--- src/rtl/fib_rec_pkg.sv ---
// Shared constants for the single-digit BCD Fibonacci recogniser.
package fib_rec_pkg;

    // Bit i is set when digit i is a Fibonacci number and a valid BCD digit.
    localparam logic [15:0] FIB_MASK = 16'b0000_0001_0010_1111;
    localparam int          BCD_MAX  = 9;

endpackage

--- src/rtl/fib_rec_core.sv ---
// Combinational decoder: flags Fibonacci digits and out-of-range BCD codes.
module fib_rec_core
    import fib_rec_pkg::*;
(
    input  logic [3:0] BCD_in,
    output logic       y,
    output logic       bcd_err
);

    always_comb begin
        bcd_err = (BCD_in > 4'(BCD_MAX));
        // Mask bits 10-15 are zero, but gate anyway so y and bcd_err are never both set.
        y       = FIB_MASK[BCD_in] & ~bcd_err;
    end

endmodule

--- src/rtl/fib_rec.sv ---
// Fibonacci digit recogniser with a registered copy of y and a saturating hit counter.
module fib_rec
    import fib_rec_pkg::*;
#(
    parameter int unsigned CNT_W = 8
) (
    input  logic             clk,
    input  logic             reset,
    input  logic [3:0]       BCD_in,
    output logic             y,
    output logic             bcd_err,
    output logic             y_q,
    output logic [CNT_W-1:0] hit_cnt
);

    localparam logic [CNT_W-1:0] CNT_MAX = {CNT_W{1'b1}};

    logic             y_d;
    logic [CNT_W-1:0] cnt_d;
    logic [CNT_W-1:0] cnt_q;

    fib_rec_core u_core (
        .BCD_in  (BCD_in),
        .y       (y),
        .bcd_err (bcd_err)
    );

    always_comb begin
        y_d   = y;
        cnt_d = cnt_q;
        if (y && (cnt_q != CNT_MAX)) begin
            cnt_d = cnt_q + 1'b1;
        end
    end

    // Synchronous active-low reset takes priority over any increment on the same edge.
    always_ff @(posedge clk) begin
        if (!reset) begin
            y_q   <= 1'b0;
            cnt_q <= '0;
        end else begin
            y_q   <= y_d;
            cnt_q <= cnt_d;
        end
    end

    assign hit_cnt = cnt_q;

endmodule

--- config.mk ---
export PLATFORM = sky130hd
export DESIGN_NAME = fib_rec
export DESIGN_NICKNAME = d
export VERILOG_FILES = /design/src/rtl/fib_rec_pkg.sv /design/src/rtl/fib_rec_core.sv /design/src/rtl/fib_rec.sv
export SDC_FILE = /design/constraint.sdc
export NUM_CORES = 1
export LEC_CHECK = 0
export ABC_AREA = 0
export CAP_MARGIN = 20
export CORE_AREA = 2 2 39 41
export DETAILED_ROUTE_END_ITERATION = 8
export DIE_AREA = 0 0 41 43
export PLACE_DENSITY_LB_ADDON = 0.15
export SLEW_MARGIN = 20
export SYNTH_ARGS = -nofsm -noshare
export SYNTH_HDL_FRONTEND = slang
export SYNTH_HIERARCHICAL = 1
export SYNTH_SLANG_ARGS = --single-unit
--- constraint.sdc ---
create_clock -name clk -period 4.3 [get_ports clk]
set_input_delay 1.075 -clock clk [delete_from_list [all_inputs] [get_ports clk]]
set_output_delay 1.075 -clock clk [all_outputs]
set_load 0.005 [all_outputs]
# [Word-level counts from Yosys, hierarchy flattened]
# Memories as Yosys holds them, arrays and structs flattened.
# Cells that the tools add are included.
[op_classes] add_sub_neg=1 n_lt_le_gt_ge=2 n_eq_ne=1 muxes=1 n_bitwise=2 n_reduce_logical=1
[ops] op="8-bit by 1-bit adder with 8-bit output (second input constant)" n=1
[ops] op="8-bit != test (second input constant)" n=1
[ops] op="4-bit by 5-bit < comparator with 1-bit output (second input constant)" n=1
[ops] op="4-bit > comparator (second input constant)" n=1
[ops] op="1-bit AND" n=1
[ops] op="1-bit logical AND" n=1
[ops] op="1-bit 2-to-1 mux" n=1
[ops] op="1-bit NOT" n=1
[word_totals] regBits=9 mem_bits_ro=16 output_inout_bits=11 word_cells=11 memories=1
[memory_table] name="(name not given)" depth=16 width=1 rd=1 rd_clocked_by_memory_dff=0 wr=0 line_no="fib_rec_core.sv:13" rtl="y = FIB_MASK[BCD_in] & ~bcd_err;"

# [Depth between registers and ports, before layout]
# Gate-level depths: netlist (run 1).
[logic_depth] depth_word=4 mapped_depth=5

# [Modules after synthesis]
# Netlist (run 1), hierarchy kept.
[by_module_without_submodules] mod="fib_rec" n_inst=1 cells_per_inst=50 area_per_inst_um2=434.2 seq_area_each_um2=180.2
[by_module_without_submodules] mod="fib_rec_core" n_inst=1 cells_per_inst=4 area_per_inst_um2=27.5 seq_area_each_um2=0.0

# [Worst setup path after synthesis (run 1)]
# OpenSTA, ideal clock, no wires.
[synth_timing] kind="input to output" start="input port BCD_in[0]" end="output port y" arrival_ns=1.593 required_ns=3.225 setup_slack_ns=1.632 stages=2 n_path_buf=0 path_cell_list="o21a_1 o22ai_1"
[synth_via] elab_chain_len=3
[synth_rtl] element="from (decl)" line_no="fib_rec.sv:9" rtl="input logic [3:0] BCD_in,"
[synth_rtl] element="memory read 16 x 1 bit or 4-bit > comparator (tied branches)"
[synth_rtl] element="1-bit 2-to-1 mux (not written as such) or 1-bit NOT (tied branches)" line_no="fib_rec_core.sv:13"
[synth_rtl] element="1-bit AND (*)" line_no="fib_rec_core.sv:13"
[synth_rtl] element="to (decl)" line_no="fib_rec.sv:10" rtl="output logic y,"
# Mark *: on every way between the ends. The rest lies on a longest branch, timed or not. The select of a mux whose other input is x is not followed.

# [Worst setup path after layout (run 1)]
[layout_timing] start="input port BCD_in[1]" end="output port y"
# The elaborated chain is that of the path after synthesis.

==> results of run 1 <==
final cells by class:
| class | instances | area share [%] |
|---|---|---|
| tap | 16 | 3.00 |
| clock buffer | 4 | 3.94 |
| multi-input combinational | 41 | 39.8 |
| sequential | 9 | 27.0 |
| inverter | 2 | 1.13 |
| timing repair buffer | 17 | 25.1 |
state kept, by name (all words and copies together) (netlist names):
name     count
y_q          1
hit_cnt      8
layer usage:
layer / vias up / global-route usage [%] / share of wire (%)
met1: 204 / 22.4 / 51
li1: 242 / - / -
met5: - / 0 / 0
met2: 9 / 20.0 / 42
met4: 0 / 10.0 / 3.1
met3: 4 / 4.71 / 3.8
per-stage QoR:
stage               hold slack [ns]  utilization [%]  setup WS, ns  total power [mW]  std cells
finish                        0.506             48.2         0.803             0.182         89
global route                  0.562             48.2         0.741             0.191         89
CTS                           0.514             48.2         0.800             0.184         89
global placement              0.491             46.3         0.843             0.117         85
floorplan                     0.488                -          1.63             0.101         54
detailed placement            0.502             46.3         0.800             0.117         85
worst reg2reg max path: stages, from the launching register on:
cell	delay, ns
dfxtp_1	0.41
ha_1	0.27
nand3_1	0.15
or4_1	0.41
and3_1	0.18
cells by family after synthesis:
kind of cell             Yosys count  share of synthesized area, %
multiplexers                       2                          4.34
AND/OR/NAND/NOR                   21                          25.5
flip-flops                         9                          39.0
AO/OA/AOI/OAI                     17                          24.9
buffers and inverters              4                          3.52
adder cells (fa/ha/maj)            1                          2.71
placed cells by master, fill, tap and decap left out, types with 2 or more instances in the layout:
cell type / synthesis / routed
a211oi_1: 2 / 2
a21oi_1: 5 / 5
and3_1: 2 / 2
clkbuf_4: 0 / 3
clkdlybuf4s50_1: 0 / 16
dfxtp_1: 9 / 9
inv_1: 2 / 2
mux2i_1: 2 / 2
nand2_1: 6 / 6
nand2b_1: 2 / 2
nand3_1: 2 / 2
nand4_1: 2 / 2
nor3_1: 3 / 3
o21a_1: 2 / 2
o21bai_1: 2 / 2
worst min-delay path by stage:
| stage | slack, ns | endpoint |
|---|---|---|
| after floorplan | 0.49 | hit_cnt[1] |
| after global placement | 0.49 | hit_cnt[1] |
| after detailed placement | 0.50 | hit_cnt[1] |
| after CTS | 0.51 | hit_cnt[1] |
| after global routing | 0.56 | hit_cnt[0] |
| final | 0.51 | hit_cnt[1] |
power breakdown:
group | leakage, nW | switching, mW | internal (mW) | total [mW]
Clock | 0.0150 | 0.0309 | 0.0358 | 0.0668
Combinational | 0.154 | 0.00981 | 0.0165 | 0.0263
Sequential | 0.0731 | 0.00284 | 0.0860 | 0.0889
==> results.sh, run 1 <==
export IMPL_hold_start="hit_cnt[1]"
export IMPL_start_util_pct=33.4
export IMPL_cp_max_fo=3
export IMPL_arrival_ns=2.42
export IMPL_diodes=0
export IMPL_cts_sinks=9
export IMPL_grt_first_pass_wirelength_mm=1.86
export IMPL_regArea_um2=180
export IMPL_cp_slowest_cell="clkdlybuf4s50_1"
export IMPL_clock_skew_ns=0.00218
export IMPL_dr_first_iter_drc_count=4
export IMPL_synth_area_per_cell_um2=8.55
export IMPL_cts_tree="built"
export IMPL_yosys_cell_count_top_type="dfxtp_1"
export IMPL_path_buf_inv=2
export IMPL_drcViolationCount=0
export IMPL_clockBufferDepth=2
export IMPL_numPortBuffers=16
export IMPL_worstMarginPinSlew_ns=0.309
export IMPL_cts_max_level=1
export IMPL_holdPathStages=2
export IMPL_max_cap_viol_count=0
export IMPL_grt_total_usage_pct=15.8
export IMPL_grt_pass1_vias=429
export IMPL_path_clk_slew_ns=0.06
export IMPL_totalWireLength_mm=1.09
export IMPL_setup_violations=0
export IMPL_synth_top_flop_cell="dfxtp_1"
export IMPL_vias=459
export IMPL_syn_num_nets=61
export IMPL_dp_hpwl_um=797
export IMPL_hold_buffers=0
export IMPL_finalHoldViolCount=0
export IMPL_die_w_um=41
export IMPL_slowest_delay_ns=0.54
export IMPL_ctsResizeCount=0
export IMPL_crit_required_ns=3.22
export IMPL_io_pins=17
export IMPL_worst_path_most_repeated_cell="clkdlybuf4s50_1"
export IMPL_grt_max_degree=10
export IMPL_yosysTopAreaCell="dfxtp_1"
export IMPL_cpLargestDelayFamily="buffers and inverters"
export IMPL_synth_warnings=6
export IMPL_status="finished, final reports clean"
export IMPL_synthCells=54
export IMPL_fmax_ghz=0.286
export IMPL_drive_gt1_share_pct=8.22
export IMPL_grt_ovfl_total=0
export IMPL_reg2reg_from="hit_cnt[0]"
export IMPL_synthTopCellsByCount="dfxtp_1, nand2_1, a21oi_1"
export IMPL_finalCriticalPeriod_ns=3.50
export IMPL_yosys_top_cells_area="dfxtp_1, a21oi_1, nand2_1, mux2i_1, nor3_1"
export IMPL_vias_per_cell=5.16
export IMPL_p_per_area_nw_per_um2=273
export IMPL_setup_worst_path_start="BCD_in[1]"
export IMPL_synth_area_um2=462
export IMPL_tns_ns=0
export IMPL_max_vdd_ir_drop_uv=178
export IMPL_rows=14
export IMPL_cp_depth=4
export IMPL_end_kind="output pin"
export IMPL_regToRegSetupSlack_ns=2.79
export IMPL_coreArea_um2=1380
export IMPL_antenna_found_initial=0
export IMPL_async_flop_share_pct=0
export IMPL_place_area_um2=641
export IMPL_slew_viol_final=0
export IMPL_rsz0062_at_grt="no"
export IMPL_synth_top_area_share_pct=39.0
export IMPL_min_path_type="reg2reg"
export IMPL_timing_rr_end="hit_cnt[6]"
export IMPL_dieHeight_um=43
export IMPL_leakagePower_nw=0.242
export IMPL_globalplace_congestion=0.744
export IMPL_synth_edf_count=0
export IMPL_crit_path_end="y"
export IMPL_post_cts_setup_buffer_count=0
export IMPL_fin_crit_sh_pct=81.3
export IMPL_area_growth_pct=44.4
export IMPL_die_area_um2=1760
export IMPL_rr_worst_depth=4
export IMPL_insertion_delay_ns=0.26
export IMPL_ys_seq_elements=9
export IMPL_design_area_um2=667
export IMPL_nFillCells=154
export IMPL_ys_seq_area_share_pct=39.0
export IMPL_clockRootBuffer="clkbuf_4"
export IMPL_antenna_left=0
export IMPL_drt_pass1_iterations=4
export IMPL_wl_per_cell_um=12.2
export IMPL_path_class="in2out"
export IMPL_worstPathCellList="clkdlybuf4s50_1 -> o21a_1 -> o22ai_1 -> clkdlybuf4s50_1"
export IMPL_yosysUniqueCellTypes=26
export IMPL_slew_headroom_pct=79.3
export IMPL_nets=81
export IMPL_numCtsBuffers=3
export IMPL_multi_input_area_um2=265
export IMPL_critPathLaunchType="primary input"
(Power assumes the default switching activity.)
==> run 2, diff against run 1 <==
Clock period 4.3 ns to 3.55 ns, I/O delays scaled along.
==> results of run 2 <==
Same layout as run 1 (identical final DEF). Status: finished, final reports clean.
Among the figures that moved: setup slack after placement 0.800 ns -> 0.425 ns; setup slack after layout 0.803 ns -> 0.428 ns; register-to-register setup slack 2.79 ns -> 2.04 ns; total power 0.182 mW -> 0.220 mW; worst IR drop on VDD 178 uV -> 215 uV
==> run 3, diff against run 2 <==
Settings changed: GPL_TIMING_DRIVEN set to 0, REMOVE_ABC_BUFFERS set to 1.
==> results.sh, run 3 (synthesis results as in run 1) <==
export IMPL_status="finished, final reports clean"
export IMPL_io_pins=17
export IMPL_nets=80
export IMPL_rows=14
export IMPL_wl_per_cell_um=11.3
export IMPL_worst_slack_ns=0.119
export IMPL_leakagePower_nw=0.237
export IMPL_drcViolationCount=0
export IMPL_antenna_left=0
export IMPL_place_ws_ns=0.124
export IMPL_antenna_found_initial=0
export IMPL_crit_required_ns=2.66
export IMPL_clock_skew_ns=0.00280
export IMPL_setup_worst_path_start="BCD_in[1]"
export IMPL_die_area_um2=1760
export IMPL_design_area_um2=659
export IMPL_p_per_area_nw_per_um2=330
export IMPL_critPathLaunchType="primary input"
export IMPL_tns_ns=0
export IMPL_end_kind="output pin"
export IMPL_finalCriticalPeriod_ns=3.43
export IMPL_path_class="in2out"
export IMPL_fin_crit_sh_pct=96.7
export IMPL_grt_max_degree=10
export IMPL_final_cell_mix="clkdlybuf4s50_1, dfxtp_1, nand2_1, a21oi_1"
export IMPL_max_vdd_ir_drop_uv=157
export IMPL_min_path_type="reg2reg"
export IMPL_ctsResizeCount=0
export IMPL_final_common_cell="clkdlybuf4s50_1"
export IMPL_slew_viol_final=0
export IMPL_holdPathStages=2
export IMPL_clockBufferDepth=2
export IMPL_hold_start="hit_cnt[1]"
export IMPL_grt_ovfl_total=0
export IMPL_grt_pass1_vias=385
export IMPL_cts_max_level=1
export IMPL_numCtsBuffers=3
export IMPL_slew_headroom_pct=64.8
export IMPL_post_cts_setup_buffer_count=0
export IMPL_fin_cells=88
export IMPL_hold_end="hit_cnt[1]"
export IMPL_largest_reg_flops=8
export IMPL_insertion_delay_ns=0.26
export IMPL_vias=451
export IMPL_die_w_um=41
export IMPL_grt_total_usage_pct=15.2
export IMPL_dp_hpwl_um=750
export IMPL_fmax_ghz=0.291
export IMPL_vias_per_cell=5.13
export IMPL_area_growth_pct=42.8
export IMPL_max_cap_viol_count=0
export IMPL_totalWireLength_um=998
export IMPL_nFillCells=154
export IMPL_clockRootBuffer="clkbuf_4"
export IMPL_place_area_um2=633
export IMPL_grt_first_pass_wirelength_mm=1.70
export IMPL_arrival_ns=2.54
export IMPL_path_clk_slew_ns=0.06
export IMPL_diodes=0
export IMPL_dr_first_iter_drc_count=3
export IMPL_drive_gt1_share_pct=6.94
export IMPL_setup_violations=0
export IMPL_reg2reg_from="hit_cnt[0]"
export IMPL_timing_rr_end="hit_cnt[6]"
export IMPL_finalHoldViolCount=0
export IMPL_start_util_pct=33.4
export IMPL_dieHeight_um=43
export IMPL_final_util_pct=47.6
export IMPL_coreArea_um2=1380
export IMPL_cp_max_fo=8
export IMPL_hold_buffers=0
export IMPL_cts_tree="built"
export IMPL_cts_sinks=9
export IMPL_globalplace_congestion=0.755
export IMPL_rsz0062_at_grt="no"
export IMPL_numPortBuffers=16
export IMPL_rr_worst_depth=4
export IMPL_dp_cells=84
export IMPL_drt_pass1_iterations=4
export IMPL_regToRegSetupSlack_ns=2.06
export IMPL_worstMarginPinSlew_ns=0.529
==> run 3: cell types whose count changed in the layout (fill, tap and decap cells not counted) <==
cell and change:
buf_4 -1
==> run 3: metrics by stage <==
stage	hold slack (ns)	total power, mW
floorplan	0.488	0.121
global placement	0.495	0.140
detailed placement	0.496	0.140
CTS	0.507	0.221
global route	0.558	0.233
finish	0.510	0.218
==> run 3: routing by layer <==
layer  track usage [%]  part of all wire (%)  up-vias
met3              4.71                   4.7        4
met1              19.7                    49      198
met5                 0                     0        -
li1                  -                     -      239
met4              14.0                   4.0        0
met2              18.8                    42       10
==> run 3: power by group <==
group	switching [mW]	leakage [nW]	internal [mW]
clock	0.0367	0.0150	0.0434
combinational	0.0112	0.149	0.0188
sequential	0.00351	0.0731	0.104
total	0.0514	0.237	0.166
==> run 3: layout make-up <==
| class | count | area [um^2] | area share, % |
|---|---|---|---|
| inverter | 2 | 7.51 | 1.14 |
| tap | 16 | 20.0 | 3.04 |
| sequential | 9 | 180 | 27.3 |
| clock buffer | 4 | 26.3 | 3.98 |
| timing repair buffer | 16 | 160 | 24.3 |
| multi-input combinational | 41 | 265 | 40.2 |
==> run 3: worst max-delay path: stages <==
cell and delay, ns:
clkdlybuf4s50_1 0.44, o21a_1 0.18, o22ai_1 0.43, clkdlybuf4s50_1 0.61
==> run 3: worst max path at each step <==
| stage | cells after the start | slack, ns | endpoint |
|---|---|---|---|
| after floorplan | 2 | 1.26 | y |
| after global placement | 4 | 0.12 | y |
| after detailed placement | 4 | 0.12 | y |
| after CTS | 4 | 0.11 | y |
| after global routing | 4 | 0.01 | y |
| final | 4 | 0.12 | y |
